`src/rtl/instr_sequencer_pkg.sv`:
```
// Shared definitions for the instruction sequencer: opcodes, FSM states,
// bus-source codes and ALU operation codes, plus small decode helpers.
package seq_pkg;

  // Opcode field values, instr[15:12]
  localparam logic [3:0] OP_MV  = 4'd0;
  localparam logic [3:0] OP_MVI = 4'd1;
  localparam logic [3:0] OP_ADD = 4'd2;
  localparam logic [3:0] OP_SUB = 4'd3;
  localparam logic [3:0] OP_AND = 4'd4;
  localparam logic [3:0] OP_OR  = 4'd5;

  // Sequencer states; T1..T3 are execution cycles
  typedef enum logic [1:0] {
    IDLE = 2'd0,
    T1   = 2'd1,
    T2   = 2'd2,
    T3   = 2'd3
  } state_t;

  // Bus source selector codes; R0..R7 occupy 0..7
  localparam logic [3:0] SRC_R0   = 4'd0;
  localparam logic [3:0] SRC_R    = 4'd8;
  localparam logic [3:0] SRC_IMM  = 4'd9;
  localparam logic [3:0] SRC_NONE = 4'd15;

  // ALU operation codes
  localparam logic [1:0] ALU_ADD = 2'b00;
  localparam logic [1:0] ALU_SUB = 2'b01;
  localparam logic [1:0] ALU_AND = 2'b10;
  localparam logic [1:0] ALU_OR  = 2'b11;

  // True for the three-cycle register-register ALU instructions
  function automatic logic is_alu(input logic [3:0] op);
    return (op == OP_ADD) || (op == OP_SUB) || (op == OP_AND) || (op == OP_OR);
  endfunction

  // ALU operation for an opcode; non-ALU opcodes map to add
  function automatic logic [1:0] alu_of(input logic [3:0] op);
    case (op)
      OP_SUB:  return ALU_SUB;
      OP_AND:  return ALU_AND;
      OP_OR:   return ALU_OR;
      default: return ALU_ADD;
    endcase
  endfunction

endpackage

```
`src/rtl/instr_sequencer_if.sv`:
```
// Instruction handshake and datapath control bundle for the sequencer.
// slave = sequencer side, master = instruction source / datapath side.
interface instr_sequencer_if #(
  parameter int W = 16
);
  logic [W-1:0] instr;
  logic         instr_valid;
  logic         instr_ready;
  logic         hold;
  logic [3:0]   bus_src;
  logic [7:0]   gpr_wen;
  logic         a_wen;
  logic         r_wen;
  logic [1:0]   alu_op;
  logic         busy;
  logic         done;
  logic         illegal;

  modport slave (
    input  instr, instr_valid, hold,
    output instr_ready, bus_src, gpr_wen, a_wen, r_wen, alu_op,
           busy, done, illegal
  );

  modport master (
    output instr, instr_valid, hold,
    input  instr_ready, bus_src, gpr_wen, a_wen, r_wen, alu_op,
           busy, done, illegal
  );
endinterface

```
`src/rtl/instr_sequencer_onehot_dec3.sv`:
```
// 3-to-8 one-hot decoder with enable; drives general-register write strobes.
module onehot_dec3 (
  input  logic       en,
  input  logic [2:0] sel,
  output logic [7:0] y
);

  assign y = en ? (8'd1 << sel) : 8'd0;

endmodule

```
`src/rtl/instr_sequencer.sv`:
```
// Multi-cycle instruction sequencer: latches one instruction through a
// valid/ready handshake, then steps the register-file/ALU datapath through
// one (MV, MVI, illegal) or three (ADD/SUB/AND/OR) execution cycles.
// All control outputs are Moore-decoded from state and IR; hold only masks
// the enables and pulses so a stalled step re-issues unchanged.
module instr_sequencer #(
  parameter int W = 16
) (
  input  logic             clock,
  input  logic             reset,
  instr_sequencer_if.slave bus
);
  import seq_pkg::*;

  state_t       state;
  state_t       state_nx;
  logic [W-1:0] ir;

  logic [3:0]   opcode;
  logic [2:0]   rx;
  logic [2:0]   ry;
  logic         run;
  logic         accept;

  logic         ready;
  logic         busy;
  logic [3:0]   src;
  logic         gpr_en;
  logic [7:0]   gpr_wen;
  logic         a_wen;
  logic         r_wen;
  logic [1:0]   alu_op;
  logic         done;
  logic         illegal;

  // Instruction fields; imm[8:0] is consumed by the datapath, not here
  assign opcode = ir[15:12];
  assign rx     = ir[11:9];
  assign ry     = ir[8:6];

  // Low bits only matter to the datapath's immediate extension
  logic ir_unused;
  assign ir_unused = ^ir[5:0];

  assign run    = ~bus.hold;
  assign accept = (state == IDLE) && bus.instr_valid && run;

  // State register and instruction register; IR loads only on accept
  always_ff @(posedge clock or negedge reset) begin
    if (!reset) begin
      state <= IDLE;
      ir    <= '0;
    end else begin
      state <= state_nx;
      if (accept) begin
        ir <= bus.instr;
      end
    end
  end

  // Next-state decode; hold freezes the current step
  always_comb begin
    state_nx = state;
    if (run) begin
      case (state)
        IDLE:    if (bus.instr_valid) state_nx = T1;
        T1:      state_nx = is_alu(opcode) ? T2 : IDLE;
        T2:      state_nx = T3;
        T3:      state_nx = IDLE;
        default: state_nx = IDLE;
      endcase
    end
  end

  // Moore control decode; enables and pulses are masked while held
  always_comb begin
    ready   = 1'b0;
    busy    = 1'b1;
    src     = SRC_NONE;
    gpr_en  = 1'b0;
    a_wen   = 1'b0;
    r_wen   = 1'b0;
    alu_op  = ALU_ADD;
    done    = 1'b0;
    illegal = 1'b0;
    case (state)
      IDLE: begin
        busy  = 1'b0;
        ready = run;
      end
      T1: begin
        if (opcode == OP_MV) begin
          src    = SRC_R0 + {1'b0, ry};
          gpr_en = run;
          done   = run;
        end else if (opcode == OP_MVI) begin
          src    = SRC_IMM;
          gpr_en = run;
          done   = run;
        end else if (is_alu(opcode)) begin
          // Capture the first operand in regA before any writeback to Rx
          src    = SRC_R0 + {1'b0, rx};
          a_wen  = run;
        end else begin
          illegal = run;
        end
      end
      T2: begin
        src    = SRC_R0 + {1'b0, ry};
        alu_op = alu_of(opcode);
        r_wen  = run;
      end
      T3: begin
        src    = SRC_R;
        alu_op = alu_of(opcode);
        gpr_en = run;
        done   = run;
      end
      default: begin
        busy = 1'b0;
      end
    endcase
  end

  onehot_dec3 u_gpr_dec (
    .en  (gpr_en),
    .sel (rx),
    .y   (gpr_wen)
  );

  assign bus.instr_ready = ready;
  assign bus.busy        = busy;
  assign bus.bus_src     = src;
  assign bus.gpr_wen     = gpr_wen;
  assign bus.a_wen       = a_wen;
  assign bus.r_wen       = r_wen;
  assign bus.alu_op      = alu_op;
  assign bus.done        = done;
  assign bus.illegal     = illegal;

endmodule

```
`src/flat_wrapper.sv`:
```
// flat-port wrapper written by rule: the top's interface ports become plain ports
module instr_sequencer_flat import seq_pkg::*;
#(
  parameter int W = 16
)
  (clock, reset, bus_instr, bus_instr_valid, bus_hold, bus_instr_ready, bus_bus_src, bus_gpr_wen, bus_a_wen, bus_r_wen, bus_alu_op, bus_busy, bus_done, bus_illegal);
  instr_sequencer_if #(.W(W)) bus_i ();
  input  logic clock;
  input  logic reset;
  input wire logic [$bits(bus_i.instr)-1:0] bus_instr;
  input wire logic [$bits(bus_i.instr_valid)-1:0] bus_instr_valid;
  input wire logic [$bits(bus_i.hold)-1:0] bus_hold;
  output wire logic [$bits(bus_i.instr_ready)-1:0] bus_instr_ready;
  output wire logic [$bits(bus_i.bus_src)-1:0] bus_bus_src;
  output wire logic [$bits(bus_i.gpr_wen)-1:0] bus_gpr_wen;
  output wire logic [$bits(bus_i.a_wen)-1:0] bus_a_wen;
  output wire logic [$bits(bus_i.r_wen)-1:0] bus_r_wen;
  output wire logic [$bits(bus_i.alu_op)-1:0] bus_alu_op;
  output wire logic [$bits(bus_i.busy)-1:0] bus_busy;
  output wire logic [$bits(bus_i.done)-1:0] bus_done;
  output wire logic [$bits(bus_i.illegal)-1:0] bus_illegal;
  assign bus_i.instr = bus_instr;
  assign bus_i.instr_valid = bus_instr_valid;
  assign bus_i.hold = bus_hold;
  assign bus_instr_ready = bus_i.instr_ready;
  assign bus_bus_src = bus_i.bus_src;
  assign bus_gpr_wen = bus_i.gpr_wen;
  assign bus_a_wen = bus_i.a_wen;
  assign bus_r_wen = bus_i.r_wen;
  assign bus_alu_op = bus_i.alu_op;
  assign bus_busy = bus_i.busy;
  assign bus_done = bus_i.done;
  assign bus_illegal = bus_i.illegal;
  instr_sequencer #(.W(W)) u_core (.clock(clock), .reset(reset), .bus(bus_i));
endmodule
```
`config.mk`:
```
export PLATFORM = sky130hd
export DESIGN_NAME = instr_sequencer_flat
export DESIGN_NICKNAME = d
export VERILOG_FILES = /design/src/rtl/instr_sequencer_pkg.sv /design/src/rtl/instr_sequencer_if.sv /design/src/rtl/instr_sequencer_onehot_dec3.sv /design/src/rtl/instr_sequencer.sv /design/src/flat_wrapper.sv
export SDC_FILE = /design/constraint.sdc
export NUM_CORES = 1
export LEC_CHECK = 0
export ABC_AREA = 1
export CAP_MARGIN = 20
export CORE_MARGIN = 5
export CORE_UTILIZATION = 40
export CTS_BUF_LIST = sky130_fd_sc_hd__clkbuf_8
export DETAILED_ROUTE_END_ITERATION = 10
export GPL_TIMING_DRIVEN = 0
export HOLD_SLACK_MARGIN = 0.06
export PLACE_DENSITY = 0.81
export RECOVER_POWER = 100
export REMOVE_ABC_BUFFERS = 1
export SYNTH_ARGS = -nofsm -noshare
export SYNTH_HDL_FRONTEND = slang
export SYNTH_HIERARCHICAL = 1
export SYNTH_SLANG_ARGS = --single-unit
```
`constraint.sdc`:
```
create_clock -name clock -period 1.4 [get_ports clock]
set_input_delay 0.21 -clock clock [delete_from_list [all_inputs] [get_ports clock]]
set_output_delay 0.21 -clock clock [all_outputs]
set_load 0.01 [all_outputs]
```
==> reports/results.tsv <==
stage	metric	value	unit
global_route	first-pass GRT wire length	3.83	mm
sta	total count of max-transition violations in the final report	0	
pwr	leak pwr	0.732	nW
sta	endpoints failing setup	29	
cells_and_area	share of final-layout standard cells stronger than drive strength 1	43.9	%
clocking	worst skew pair latency	0.25	ns
critical_path	crit-path max FO	3	
logic_synthesis	top cell type's share of synthesized area	38.6	%
pwr	power density cells	2320	nW/um^2
sta	post-route setup slack	-0.374	ns
logic_synthesis	Post-Synthesis Cell Area	778	sq um
clocking	Hold Buf Count CTS	0	
route	initial drt markers	24	
logic_synthesis	average instance area after synthesis	6.71	sq um
route	met2 wire len	1.68	mm
sta	highest achievable clock rate	0.564	GHz
place	Placed Instances	174	
route	remaining design rule violation count	0	
logic_synthesis	number of warnings issued by yosys	6	
clocking	clock tree buffer depth	2	
global_route	number of antenna violations at the first check in global routing	0	
critical_path	path type of the worst setup path	register to primary output	
logic_synthesis	number of storage elements in the synthesis netlist	12	
die	Die X-Extent	54.1	um
route	DR pass1 iterations	4	
logic_synthesis	post-synthesis cell count	116	
place	last weighted congestion value of the routability-driven placer	0.863	
pwr	total chip power	3.33	mW
clocking	TritonCTS clock tree	yes	
cells_and_area	Final #Nets	192	
route	metal3 WL	224	um
logic_synthesis	distinct cell type count after synthesis	16	
logic_synthesis	Yosys top cell by area	dfrtp_1	
die	chip height	54.1	um
sta	Post-Route Hold Slack	0.406	ns
sta	slew margin rel.	59.9	%
die	standard-cell rows	16	
sta	Tightest Pin Transition	0.599	ns
min_path	type of the most critical hold path	input pin to async pin	
clocking	Clock Root Buffer	clkbuf_8	
route	via total after detailed routing	1052	
cells_and_area	antenna fix cells	0	
critical_path	dominant delay contributor by cell family on the critical path	buffers and inverters	
cells_and_area	Filler Cell Count	133	
sta	count of final hold-check violations	0	
global_route	vias in the first global route	908	
route	antenna violation net count after detailed routing	0	
global_route	maximum number of pins on one net before global-route repair	13	
outcome	run status	finished with violations	
run	Maximum Capacitance Violations	0	
clocking	htree depth	1	
critical_path	arrival time of data at the critical path endpoint	1.56	ns
cells_and_area	area growth from synthesis to layout	84.4	%
cells_and_area	post-layout instance count excluding filler cells	198	
cells_and_area	post-route standard cell area excluding fillers	1440	sq um
critical_path	largest stage delay on the critical path	0.42	ns
sta	unrepaired setup endpoints after global routing	true	
pwr	maximum resistive drop on vdd	1.26	mV
die	num ports	40	
critical_path	cell mode on critical path	buf_6	
critical_path	worst flop-to-flop path endpoint	u_core/ir[9]	
route	highest routed metal layer	met4	
logic_synthesis	Synth area leaders	dfrtp_1 39%, nand2_1 18%, nand3_1 10%	
clocking	number of buffers created by CTS	3	
clocking	CTS clk-pin slew, worst paths	0.06	ns
clocking	sinks on the clock net	12	
die	Die ar.	2930	sq um
outcome	violated checks	setup timing	
logic_synthesis	sequential share of the synthesized area	38.6	%
cells_and_area	final core area utilization	75.5	%
place	Port Buffer Count	33	
sta	final total negative setup slack	-6.28	ns
critical_path	slowest stage cell, crit path	dfrtp_1	
sta	final critical path time including I/O delays and setup	1.77	ns
route	Via-to-Cell Ratio	5.31	
global_route	sum of overflow across all layers after global routing	0	
die	Core Footprint	1900	sq um
sta	Tcrit/Tclk final	127	%
critical_path	cells along the critical path	nor2_4 > buf_12 > buf_6 > buf_6 > nand3b_1 > nand3_1 > nand2_1 > buf_2	
sta	Max Clock Skew	0.00509	ns
route	detailed-route wire length on metal 1	1.13	mm
place	Placement Setup Slack	-0.885	ns
critical_path	Worst Path Buf+Inv	4	
critical_path	data required time at the worst endpoint	1.19	ns
route	final WL	3.15	mm
critical_path	logic depth of the worst register-to-register path	10	
global_route	GR Util All Layers	18.3	%
die	Initial Utilization	40.9	%
place	standard cell area after detailed placement	1120	sq um
route	wire per inst	15.9	um
critical_path	nature of the critical path startpoint	register	
critical_path	critical path capture point type	primary output	
critical_path	setup slack on the worst flop-to-flop path	-0.15	ns
-- sequential cells by signal (all words and copies together), names as in the netlist, named ones only --
name,cells
u_core/state,1
u_core/ir,10
-- worst max path at each step --
stage / depth (start not counted) / end / slack [ns] / from
after detailed placement: 6 / bus_gpr_wen[5] / -0.89 / bus_hold
after floorplan: 5 / bus_gpr_wen[4] / -0.24 / u_core/state[0]
after global placement: 6 / bus_gpr_wen[0] / -0.88 / bus_hold
after CTS: 6 / bus_bus_src[3] / -0.27 / u_core/ir[14]
final: 8 / bus_bus_src[0] / -0.37 / u_core/ir[15]
after global routing: 8 / bus_bus_src[0] / -0.42 / u_core/ir[15]
-- report_power, final --
part / switching (mW) / total, mW / internal [mW]
Sequential: 0.187 / 0.700 / 0.512
Combinational: 1.19 / 2.24 / 1.05
Clock: 0.142 / 0.391 / 0.249
Total: 1.52 / 3.33 / 1.81
-- cells in the mapped netlist --
| cell type | count |
|---|---|
| nand2_1 | 37 |
| buf_6 | 2 |
| dfrtp_1 | 12 |
| nor2_4 | 2 |
| nand3_1 | 16 |
| nand2_2 | 2 |
| inv_2 | 2 |
| o21ai_0 | 4 |
| nand3b_1 | 3 |
| nor3_1 | 2 |
| a21boi_0 | 1 |
| a21oi_1 | 2 |
| nor2_2 | 2 |
| nor2_1 | 16 |
| and3_1 | 1 |
| inv_1 | 12 |
-- per-layer routing --
layer,GRT usage [%],up-vias
met5,0,-
met4,9.54,0
met3,1.39,11
met2,34.3,57
met1,20.3,509
li1,-,475
-- logic make-up (layout without fill, tap and decap cells) --
logic type             Yosys count  in the layout  share of synthesized area (%)
DFF                             12             12                           38.6
AOI/OAI and AO/OA                7              7                           4.82
and+or+nand+nor                 81             81                           46.9
buffers and inverters           16             71                           9.65
-- cell type report --
class / count / area [sq um] / area share, %
multi-input combinational: 88 / 520 / 36.3
inverter: 14 / 55.1 / 3.84
timing repair buffer: 53 / 468 / 32.6
sequential: 12 / 303 / 21.1
clock buffer: 4 / 55.1 / 3.84
tap: 27 / 33.8 / 2.35
-- what timing repair did --
action	in CTS	in global routing
endpoints found under the setup margin	20	30
setup buffers	12	8
endpoints found under the hold margin	0	0
gates cloned	0	0
resized for setup	86	42
pin swaps	12	11
-- worst register-to-register path: cells and delay by family, from the launching register on --
| kind | cells | cell delay, ns |
|---|---|---|
| flip-flops | 1 | 0.42 |
| AND/OR/NAND/NOR | 5 | 0.44 |
| buffers and inverters | 5 | 0.58 |
-- cells in the final DEF (no fill, tap or decap) --
cell / synthesis / routed
a21boi_4: 0 / 1
a21oi_2: 0 / 1
a21oi_4: 0 / 1
and3_4: 0 / 1
buf_12: 0 / 1
buf_2: 0 / 14
buf_4: 0 / 9
buf_6: 2 / 14
buf_8: 0 / 1
clkbuf_8: 0 / 4
clkdlybuf4s50_1: 0 / 10
dfrtp_1: 12 / 10
dfrtp_2: 0 / 2
dlygate4sd2_1: 0 / 2
dlygate4sd3_1: 0 / 2
inv_1: 12 / 10
inv_2: 2 / 3
inv_4: 0 / 1
nand2_1: 37 / 30
nand2_2: 2 / 6
nand2_4: 0 / 2
nand2_8: 0 / 1
nand3_1: 16 / 13
nand3_2: 0 / 2
nand3_4: 0 / 1
nand3b_1: 3 / 3
nor2_1: 16 / 11
nor2_2: 2 / 6
nor2_4: 2 / 3
nor3_1: 2 / 1
nor3_2: 0 / 1
o21ai_0: 4 / 4
(Power assumes the default switching activity.)
